File: config.mk
export PLATFORM = sky130hd
export DESIGN_NAME = string_detect_sched_flat
export DESIGN_NICKNAME = d
export VERILOG_FILES = /design/src/rtl/string_detect_sched_if.sv /design/src/rtl/string_detect_sched.sv /design/src/flat_wrapper.sv
export SDC_FILE = /design/constraint.sdc
export NUM_CORES = 1
export LEC_CHECK = 0
export ABC_AREA = 0
export CAP_MARGIN = 20
export CELL_PAD_IN_SITES_DETAIL_PLACEMENT = 0
export CELL_PAD_IN_SITES_GLOBAL_PLACEMENT = 1
export CORE_ASPECT_RATIO = 0.75
export CORE_MARGIN = 1.5
export CORE_UTILIZATION = 40
export CTS_CLUSTER_SIZE = 20
export DETAILED_ROUTE_END_ITERATION = 10
export MAX_ROUTING_LAYER = met4
export PLACE_DENSITY_LB_ADDON = 0.1
export SLEW_MARGIN = 20
export SYNTH_ARGS = -nofsm -noshare
export SYNTH_HDL_FRONTEND = slang
export SYNTH_SLANG_ARGS = --single-unit
File: constraint.sdc
create_clock -name clk -period 3 [get_ports clk]
set_input_delay 0.6 -clock clk [delete_from_list [all_inputs] [get_ports clk]]
set_output_delay 0.6 -clock clk [all_outputs]
set_load 0.05 [all_outputs]
File: src/rtl/string_detect_sched_if.sv
// Request/result bundle between two requesters and the string detection scheduler.
interface string_detect_sched_if #(
  parameter int FRAME_LEN = 20
);
  logic [1:0]           req;
  logic [FRAME_LEN-1:0] frame0;
  logic [FRAME_LEN-1:0] frame1;
  logic [3:0]           pat0;
  logic [3:0]           pat1;
  logic [1:0]           ack;
  logic                 busy;
  logic                 done;
  logic [4:0]           count;
  logic                 done_id;

  modport master (
    output req, frame0, frame1, pat0, pat1,
    input  ack, busy, done, count, done_id
  );

  modport slave (
    input  req, frame0, frame1, pat0, pat1,
    output ack, busy, done, count, done_id
  );
endinterface

File: src/rtl/string_detect_sched.sv
// Round-robin scheduled serial 4-bit pattern counter: one job at a time, each job
// shifts a captured frame MSB first through a 4-bit window and counts pattern hits.
module string_detect_sched #(
  parameter int FRAME_LEN = 20,
  parameter int FLUSH_LEN = 4
) (
  input  logic                 clk,
  input  logic                 rst,
  string_detect_sched_if.slave bus
);
  localparam int MAX_LEN = (FRAME_LEN > FLUSH_LEN) ? FRAME_LEN : FLUSH_LEN;
  localparam int CNT_W   = $clog2(MAX_LEN) + 1;

  typedef enum logic [1:0] {IDLE, SHIFT, FLUSH, DONE} state_t;

  state_t               state_q, state_d;
  logic [CNT_W-1:0]     cnt_q, cnt_d;
  logic [3:0]           win_q, win_d;
  logic [4:0]           mcnt_q, mcnt_d;
  logic                 prio_q, prio_d;
  logic [1:0]           ack_q, ack_d;
  logic                 busy_q, busy_d;
  logic                 done_q, done_d;
  logic [4:0]           count_q, count_d;
  logic                 done_id_q, done_id_d;
  logic [FRAME_LEN-1:0] frame_q, frame_d;
  logic [3:0]           pat_q, pat_d;
  logic                 id_q, id_d;

  logic                 grant;
  logic [3:0]           win_shift;

  // Contended requests go to the priority holder; a lone request always wins.
  function automatic logic pick(input logic [1:0] r, input logic prio);
    if (r == 2'b11) return prio;
    return r[1];
  endfunction

  always_comb begin
    state_d   = state_q;
    cnt_d     = cnt_q;
    win_d     = win_q;
    mcnt_d    = mcnt_q;
    prio_d    = prio_q;
    ack_d     = 2'b00;
    busy_d    = busy_q;
    done_d    = 1'b0;
    count_d   = count_q;
    done_id_d = done_id_q;
    frame_d   = frame_q;
    pat_d     = pat_q;
    id_d      = id_q;
    grant     = pick(bus.req, prio_q);
    win_shift = {win_q[2:0], frame_q[FRAME_LEN-1]};

    case (state_q)
      IDLE: begin
        if (|bus.req) begin
          state_d = SHIFT;
          frame_d = grant ? bus.frame1 : bus.frame0;
          pat_d   = grant ? bus.pat1 : bus.pat0;
          id_d    = grant;
          prio_d  = ~grant;
          ack_d   = grant ? 2'b10 : 2'b01;
          busy_d  = 1'b1;
          cnt_d   = '0;
          win_d   = '0;
          mcnt_d  = '0;
        end
      end
      SHIFT: begin
        win_d   = win_shift;
        frame_d = {frame_q[FRAME_LEN-2:0], 1'b0};
        cnt_d   = cnt_q + 1'b1;
        // cnt_q >= 3 means at least four bits are in the window after this shift
        if (cnt_q >= CNT_W'(3) && win_shift == pat_q) mcnt_d = mcnt_q + 1'b1;
        if (cnt_q == CNT_W'(FRAME_LEN - 1)) begin
          state_d = FLUSH;
          cnt_d   = '0;
        end
      end
      FLUSH: begin
        cnt_d = cnt_q + 1'b1;
        if (cnt_q == CNT_W'(FLUSH_LEN - 1)) begin
          state_d   = DONE;
          done_d    = 1'b1;
          count_d   = mcnt_q;
          done_id_d = id_q;
        end
      end
      DONE: begin
        state_d = IDLE;
        busy_d  = 1'b0;
      end
      default: state_d = IDLE;
    endcase
  end

  always_ff @(posedge clk) begin
    if (rst) begin
      state_q   <= IDLE;
      cnt_q     <= '0;
      win_q     <= '0;
      mcnt_q    <= '0;
      prio_q    <= 1'b0;
      ack_q     <= 2'b00;
      busy_q    <= 1'b0;
      done_q    <= 1'b0;
      count_q   <= '0;
      done_id_q <= 1'b0;
    end else begin
      state_q   <= state_d;
      cnt_q     <= cnt_d;
      win_q     <= win_d;
      mcnt_q    <= mcnt_d;
      prio_q    <= prio_d;
      ack_q     <= ack_d;
      busy_q    <= busy_d;
      done_q    <= done_d;
      count_q   <= count_d;
      done_id_q <= done_id_d;
    end
  end

  // Captured job data carries no reset; it is reloaded on every acceptance.
  always_ff @(posedge clk) begin
    frame_q <= frame_d;
    pat_q   <= pat_d;
    id_q    <= id_d;
  end

  assign bus.ack     = ack_q;
  assign bus.busy    = busy_q;
  assign bus.done    = done_q;
  assign bus.count   = count_q;
  assign bus.done_id = done_id_q;
endmodule

File: src/flat_wrapper.sv
// flat-port wrapper written by rule: the top's interface ports become plain ports
module string_detect_sched_flat 
#(
  parameter int FRAME_LEN = 20,
  parameter int FLUSH_LEN = 4
)
  (clk, rst, bus_req, bus_frame0, bus_frame1, bus_pat0, bus_pat1, bus_ack, bus_busy, bus_done, bus_count, bus_done_id);
  string_detect_sched_if #(.FRAME_LEN(FRAME_LEN)) bus_i ();
  input  logic clk;
  input  logic rst;
  input wire logic [$bits(bus_i.req)-1:0] bus_req;
  input wire logic [$bits(bus_i.frame0)-1:0] bus_frame0;
  input wire logic [$bits(bus_i.frame1)-1:0] bus_frame1;
  input wire logic [$bits(bus_i.pat0)-1:0] bus_pat0;
  input wire logic [$bits(bus_i.pat1)-1:0] bus_pat1;
  output wire logic [$bits(bus_i.ack)-1:0] bus_ack;
  output wire logic [$bits(bus_i.busy)-1:0] bus_busy;
  output wire logic [$bits(bus_i.done)-1:0] bus_done;
  output wire logic [$bits(bus_i.count)-1:0] bus_count;
  output wire logic [$bits(bus_i.done_id)-1:0] bus_done_id;
  assign bus_i.req = bus_req;
  assign bus_i.frame0 = bus_frame0;
  assign bus_i.frame1 = bus_frame1;
  assign bus_i.pat0 = bus_pat0;
  assign bus_i.pat1 = bus_pat1;
  assign bus_ack = bus_i.ack;
  assign bus_busy = bus_i.busy;
  assign bus_done = bus_i.done;
  assign bus_count = bus_i.count;
  assign bus_done_id = bus_i.done_id;
  string_detect_sched #(.FRAME_LEN(FRAME_LEN), .FLUSH_LEN(FLUSH_LEN)) u_core (.clk(clk), .rst(rst), .bus(bus_i));
endmodule
==> results of run 1 <==
## sequential cells by signal (all words and copies together), names as in the netlist
signal,flops
u_core.bus.done,1
u_core.bus.ack,2
u_core.prio_q,1
u_core.win_q,3
u_core.bus.done_id,1
u_core.id_q,1
u_core.mcnt_q,5
u_core.frame_q,20
u_core.bus.busy,1
u_core.pat_q,4
u_core.bus.count,5
u_core.state_q,2
u_core.cnt_q,6
## layer usage
metal  track usage  routed length, um  vias up
li1              -                  -      962
met1        0.2035               2402      850
met2        0.2432               2093       49
met3       0.04839                246        8
met4       0.06468                 80        0
met5             -                  0        -
## Yosys cell counts (all sizes together) (2+ instances only)
cell,number,area share
nand3,3,0.0061
o21ai,28,0.058
xnor2,6,0.021
a22oi,3,0.0091
nand2,35,0.054
or3,2,0.0056
nor2,21,0.032
dfxtp,27,0.22
ha,7,0.035
nor3,3,0.0061
a21oi,7,0.014
a211oi,2,0.0061
buf,4,0.012
inv,8,0.012
o31ai,3,0.0091
clkbuf,7,0.015
mux2i,28,0.11
nand4,4,0.010
or4,3,0.0091
edfxtp,25,0.30
xor2,3,0.011
## cell type report
type / count / area (um^2)
fill: 576 / 2644
sequential: 52 / 1291
multi-input combinational: 167 / 1085
timing repair buffer: 66 / 648.1
tap: 78 / 97.59
clock buffer: 5 / 68.82
inverter: 9 / 33.78
clock inverter: 3 / 17.52
## cell families after synthesis
group,Yosys count,synth area share
and+or+nand+nor,78,0.1466
DFF,52,0.5217
AOI/OAI and AO/OA,45,0.1112
muxes,28,0.1132
buffers and inverters,20,0.03994
xor gates and xnor gates,9,0.03185
adders and majority gates,7,0.03539
## through the flow
stage	cell area [um^2]	hold slack (ps)	std cells	setup slack (ps)
after floorplan	2475	451.2	239	1072
after global placement	3156	459.8	372	596.6
after detailed placement	3156	476.2	372	567.0
after CTS	3242	488.9	380	873.1
after global routing	3242	530.1	380	741.7
final	3242	485.0	380	914.3
## path summary, 6_finish.rpt
check                         start                end  slack (ps)  cells past startpoint
setup / recovery         bus_req[0]  u_core.frame_q[0]         910                      7
setup reg to reg  u_core.state_q[0]  u_core.frame_q[8]         920                      5
hold reg to reg    u_core.mcnt_q[4]   u_core.mcnt_q[4]         480                      2
hold / removal     u_core.mcnt_q[4]   u_core.mcnt_q[4]         480                      2
## placed cells by master, fill, tap and decap left out, types with 5 or more instances in the layout
cell type / n
a21oi_1: 7
buf_4: 5
clkbuf_8: 5
clkdlybuf4s50_1: 61
dfxtp_1: 27
edfxtp_1: 25
ha_1: 7
inv_1: 8
mux2i_1: 28
nand2_1: 34
nor2_1: 21
o21ai_0: 25
xnor2_1: 6
## critical path: stages
cell             delay, ps
clkdlybuf4s50_1        500
inv_1                   60
o21ai_2                100
buf_4                  370
clkinv_1               320
nand2_1                130
a21oi_1                 60
## power groups by stage
stage / Combinational (W) / Clock (W) / Sequential, W
CTS: 0.000818 / 0.000410 / 0.00115
floorplan: 0.000571 / 0 / 0.00117
global placement: 0.000808 / 0 / 0.00117
detailed placement: 0.000816 / 0 / 0.00117
global route: 0.000894 / 0.000439 / 0.00118
finish: 0.000800 / 0.000399 / 0.00115
==> run metrics, run 1 <==
via count 1869; Worst-path clk slew 90 ps; syn avg cell area 10.36 um^2; Syn Nets 298; largest net degree at the start of global routing 27; Max-slew headroom 0.4871; Post-Syn Instances 239; number of antenna-violating nets in the routed design 0; Max-Cap Viols 0; CP Launch Type input pin; pwr/cell area 725.0 mW/mm^2; status complete, no violations; PortBufs 61; I/O pin cnt 62; Clk network pwr share 0.170; share of layout cells above drive strength 1 0.06291; Peak VDD IR 0.0002643 V; Fin. Hold Viols 0; post-cts repair resize count 0; initial core utilization 0.4205; Async S/R FF share, synth 0; CP Data Arrival Time 2150 ps; final setup TNS 0 ps; Die Span X 93.83 um; Final Core Density 0.5508; Synth cell types 38; post-synthesis sequential area ratio 0.5217; Crit Path Category input pin to flip-flop; Peak Freq 479.5 MHz; postcts setup bufs 0; vias per cell 4.918; Hold Crit Class flip-flop to flip-flop; fin nets 360; vias in the first global route 1774; area grow syn2layout 30.99%; Final setup viols 0; Internal 0.001531 W; Final Max Slew Viols 0; Sw Pwr 0.0008187 W; Clock Skew 5.514 ps; CTS buffer count 5; initial antenna violation count 0; H-Tree Depth 2; Avg WL per Cell 12.69 um; grt ovf 0; num rows 24; # clock sinks 52; period utilisation layout 0.6952; fin crit period 2086 ps; DR iter-0 viols 44; Primary FF master, synth dfxtp_1; Overall Power 0.002350 W; first-pass GRT wire length 7.948 mm; DRC Markers 0; Critical Path Fanout Max 26; WP data required 3060 ps; Post-Route WL 4.823 mm; RSZ-0062 raised after global routing false; CTS tree built; leakage power 1.297 nW; combinational fraction of design power 0.340; core area 0.005886 mm^2; Post-synth EDFFs 25; Pre-antenna DRT Iters 4; sequential power share 0.490; Antenna Cells 0; Post-DP HPWL 3.552 mm; All-Layer GR Usage 0.1614; clk root buf clkbuf_8; die height 71.12 um; Skew-Pair Late Insertion Delay 310 ps; Setup crit end kind flip-flop; # hold bufs at CTS 0; Yosys reg bits 52; Mapped Area 0.002475 mm^2; number of buffers on the longest clock path 2; worst slew pin tran 768.5 ps; Switching Share 0.3484; YS warnings 0; Final Wtd Congestion 0.8140; Die Area 0.006673 mm^2
Power figures use the tool's default switching activity.
==> run 2: changes to the inputs <==
- CORE_UTILIZATION: 40 -> 34
- clock period: 3 -> 1.9 ns (I/O delays scaled with it)
==> run 2 against run 1 <==
  * Cell count rose by 8.9%
  * Sequential power rose by 56%
  * Critical path depth fell by 6
  * First-iteration DRC count fell by 18%
  * Combinational power rose by 95%
  * Flip-flop and latch count did not move
  * Critical endpoint is now bus_done_id
==> run metrics, run 2 (same netlist as run 1, synthesis figures left out) <==
# clock sinks 52; crit-path leading delay family buffers and inverters; # hold bufs at CTS 0; CTS tree built; Skew-Pair Late Insertion Delay 310 ps; Clock Skew 4.750 ps; initial antenna violation count 0; Final Wtd Congestion 0.7431; combinational fraction of design power 0.380; most common cell after layout, fill and taps aside clkdlybuf4s50_1; Pre-antenna DRT Iters 4; Die Area 0.007805 mm^2; PortBufs 61; Hold Crit Class flip-flop to flip-flop; H-Tree Depth 2; vias in the first global route 1906; initial core utilization 0.3572; Top Registers u_core.frame_q x20, u_core.cnt_q x6; Sw Pwr 0.001359 W; CP Data Arrival Time 1450 ps; CTS buffer count 5; CP Launch Type flip-flop; core area 0.006929 mm^2; die height 76.89 um; Switching Share 0.3316; vias per cell 4.539; worst slew pin tran 531.3 ps; period utilisation layout 0.9641; largest net degree at the start of global routing 40; met1 WL 2.745 mm; Die Span X 101.5 um; I/O pin cnt 62; most frequent cells in the layout clkdlybuf4s50_1, nand2_1, mux2i_1, dfxtp_1; DR iter-0 viols 36; sequential power share 0.436; final hold slack 484.4 ps; Peak Freq 545.9 MHz; Final setup viols 0; post-route cell area 0.003433 mm^2; Critical Path Fanout Max 2; Avg WL per Cell 12.88 um; Setup crit end kind output port; Fin. Hold Viols 0; multi-input logic area 0.001105 mm^2; top routing layer in use met4; met3 wire length 189 um; Post-Route WL 5.331 mm; Top reg by flops u_core.frame_q; flip-flop count of the largest register after layout 20; Post-DP HPWL 4.017 mm; via count 1879; All-Layer GR Usage 0.1563; Placed Area 0.003316 mm^2; Peak VDD IR 0.0004740 V; Max stage delay cell, worst path clkdlybuf4s50_1; leakage power 1.393 nW; Max-Cap Viols 0; number of antenna-violating nets in the routed design 0; Register Area 0.001292 mm^2; fin crit period 1832 ps; Worst-path clk slew 90 ps; met2 wire len 2.349 mm; Final Max Slew Viols 0; Clk network pwr share 0.183; fin nets 374; max incr delay on CP 810 ps; Cell Chain, Critical Path clkdlybuf4s50_1; share of layout cells above drive strength 1 0.1361; Antenna Cells 0; Crit Path Category flip-flop to output port; final setup TNS 0 ps; Internal 0.002740 W; postcts setup bufs 0; DRC Markers 0; pwr/cell area 1194 mW/mm^2; WP data required 1520 ps; first-pass GRT wire length 9.108 mm; clk root buf clkbuf_8; status complete, no violations; RSZ-0062 raised after global routing false; WP buf/inv 1; grt ovf 0; area grow syn2layout 38.73%; number of buffers on the longest clock path 2; num rows 26; Max-slew headroom 0.6420; filler cell count 659
[run 2: changes by cell type in the layout (fill, tap and decap cells not counted), moves of 2 or more]
cell | previous run | this run
buf_12 | 0 | 2
o21ai_1 | 2 | 0
clkdlybuf4s50_1 | 61 | 57
buf_4 | 5 | 21
[run 2: metrics by stage]
stage	cells	worst slack, ps	total power [W]	util
after floorplan	239	14.40	0.002769	-
after global routing	414	12.99	0.004410	0.4955
final	414	68.20	0.004100	0.4955
after CTS	414	8.786	0.004140	0.4940
after detailed placement	406	-154.2	0.003381	0.4785
after global placement	406	-104.1	0.003375	0.4785
[run 2: what timing repair did]
item	4_1_cts	5_1_grt
hold endpoints to repair	0	0
gates resized for setup	0	4
endpoints found under the setup margin	0	7
[run 2: final cells by class]
cell class / instances / area share
clock buffer: 6 / 0.02114
clock inverter: 2 / 0.01020
inverter: 9 / 0.01093
multi-input combinational: 167 / 0.3218
sequential: 52 / 0.3765
tap: 98 / 0.03571
timing repair buffer: 80 / 0.2238
[run 2: power by group through the flow]
stage               combinational [W]  sequential [W]  clock (W)
finish                        0.00156         0.00179   0.000752
floorplan                    0.000925         0.00184          0
global placement              0.00157         0.00181          0
CTS                           0.00158         0.00179   0.000774
global route                  0.00176         0.00183   0.000822
detailed placement            0.00157         0.00181          0
[run 2: path summary, 6_finish.rpt]
path	depth (start not counted)	slack, ps	from	to
hold reg to reg	2	480	u_core.mcnt_q[4]	u_core.mcnt_q[4]
setup / recovery	1	70	u_core.bus.done_id	bus_done_id
setup reg to reg	6	130	u_core.state_q[0]	u_core.frame_q[4]
hold / removal	2	480	u_core.mcnt_q[4]	u_core.mcnt_q[4]
[run 2: metal layers]
layer  up-vias  GRT usage
met5         -          -
met4         0    0.04583
met3         5    0.03282
met2        35     0.2293
met1       844     0.2169
li1        995          -
==> run 3: changes to the inputs <==
- SLEW_MARGIN: 20 -> 0
==> results of run 3 <==
Final layout, timing and power as in run 2 (identical DEF).
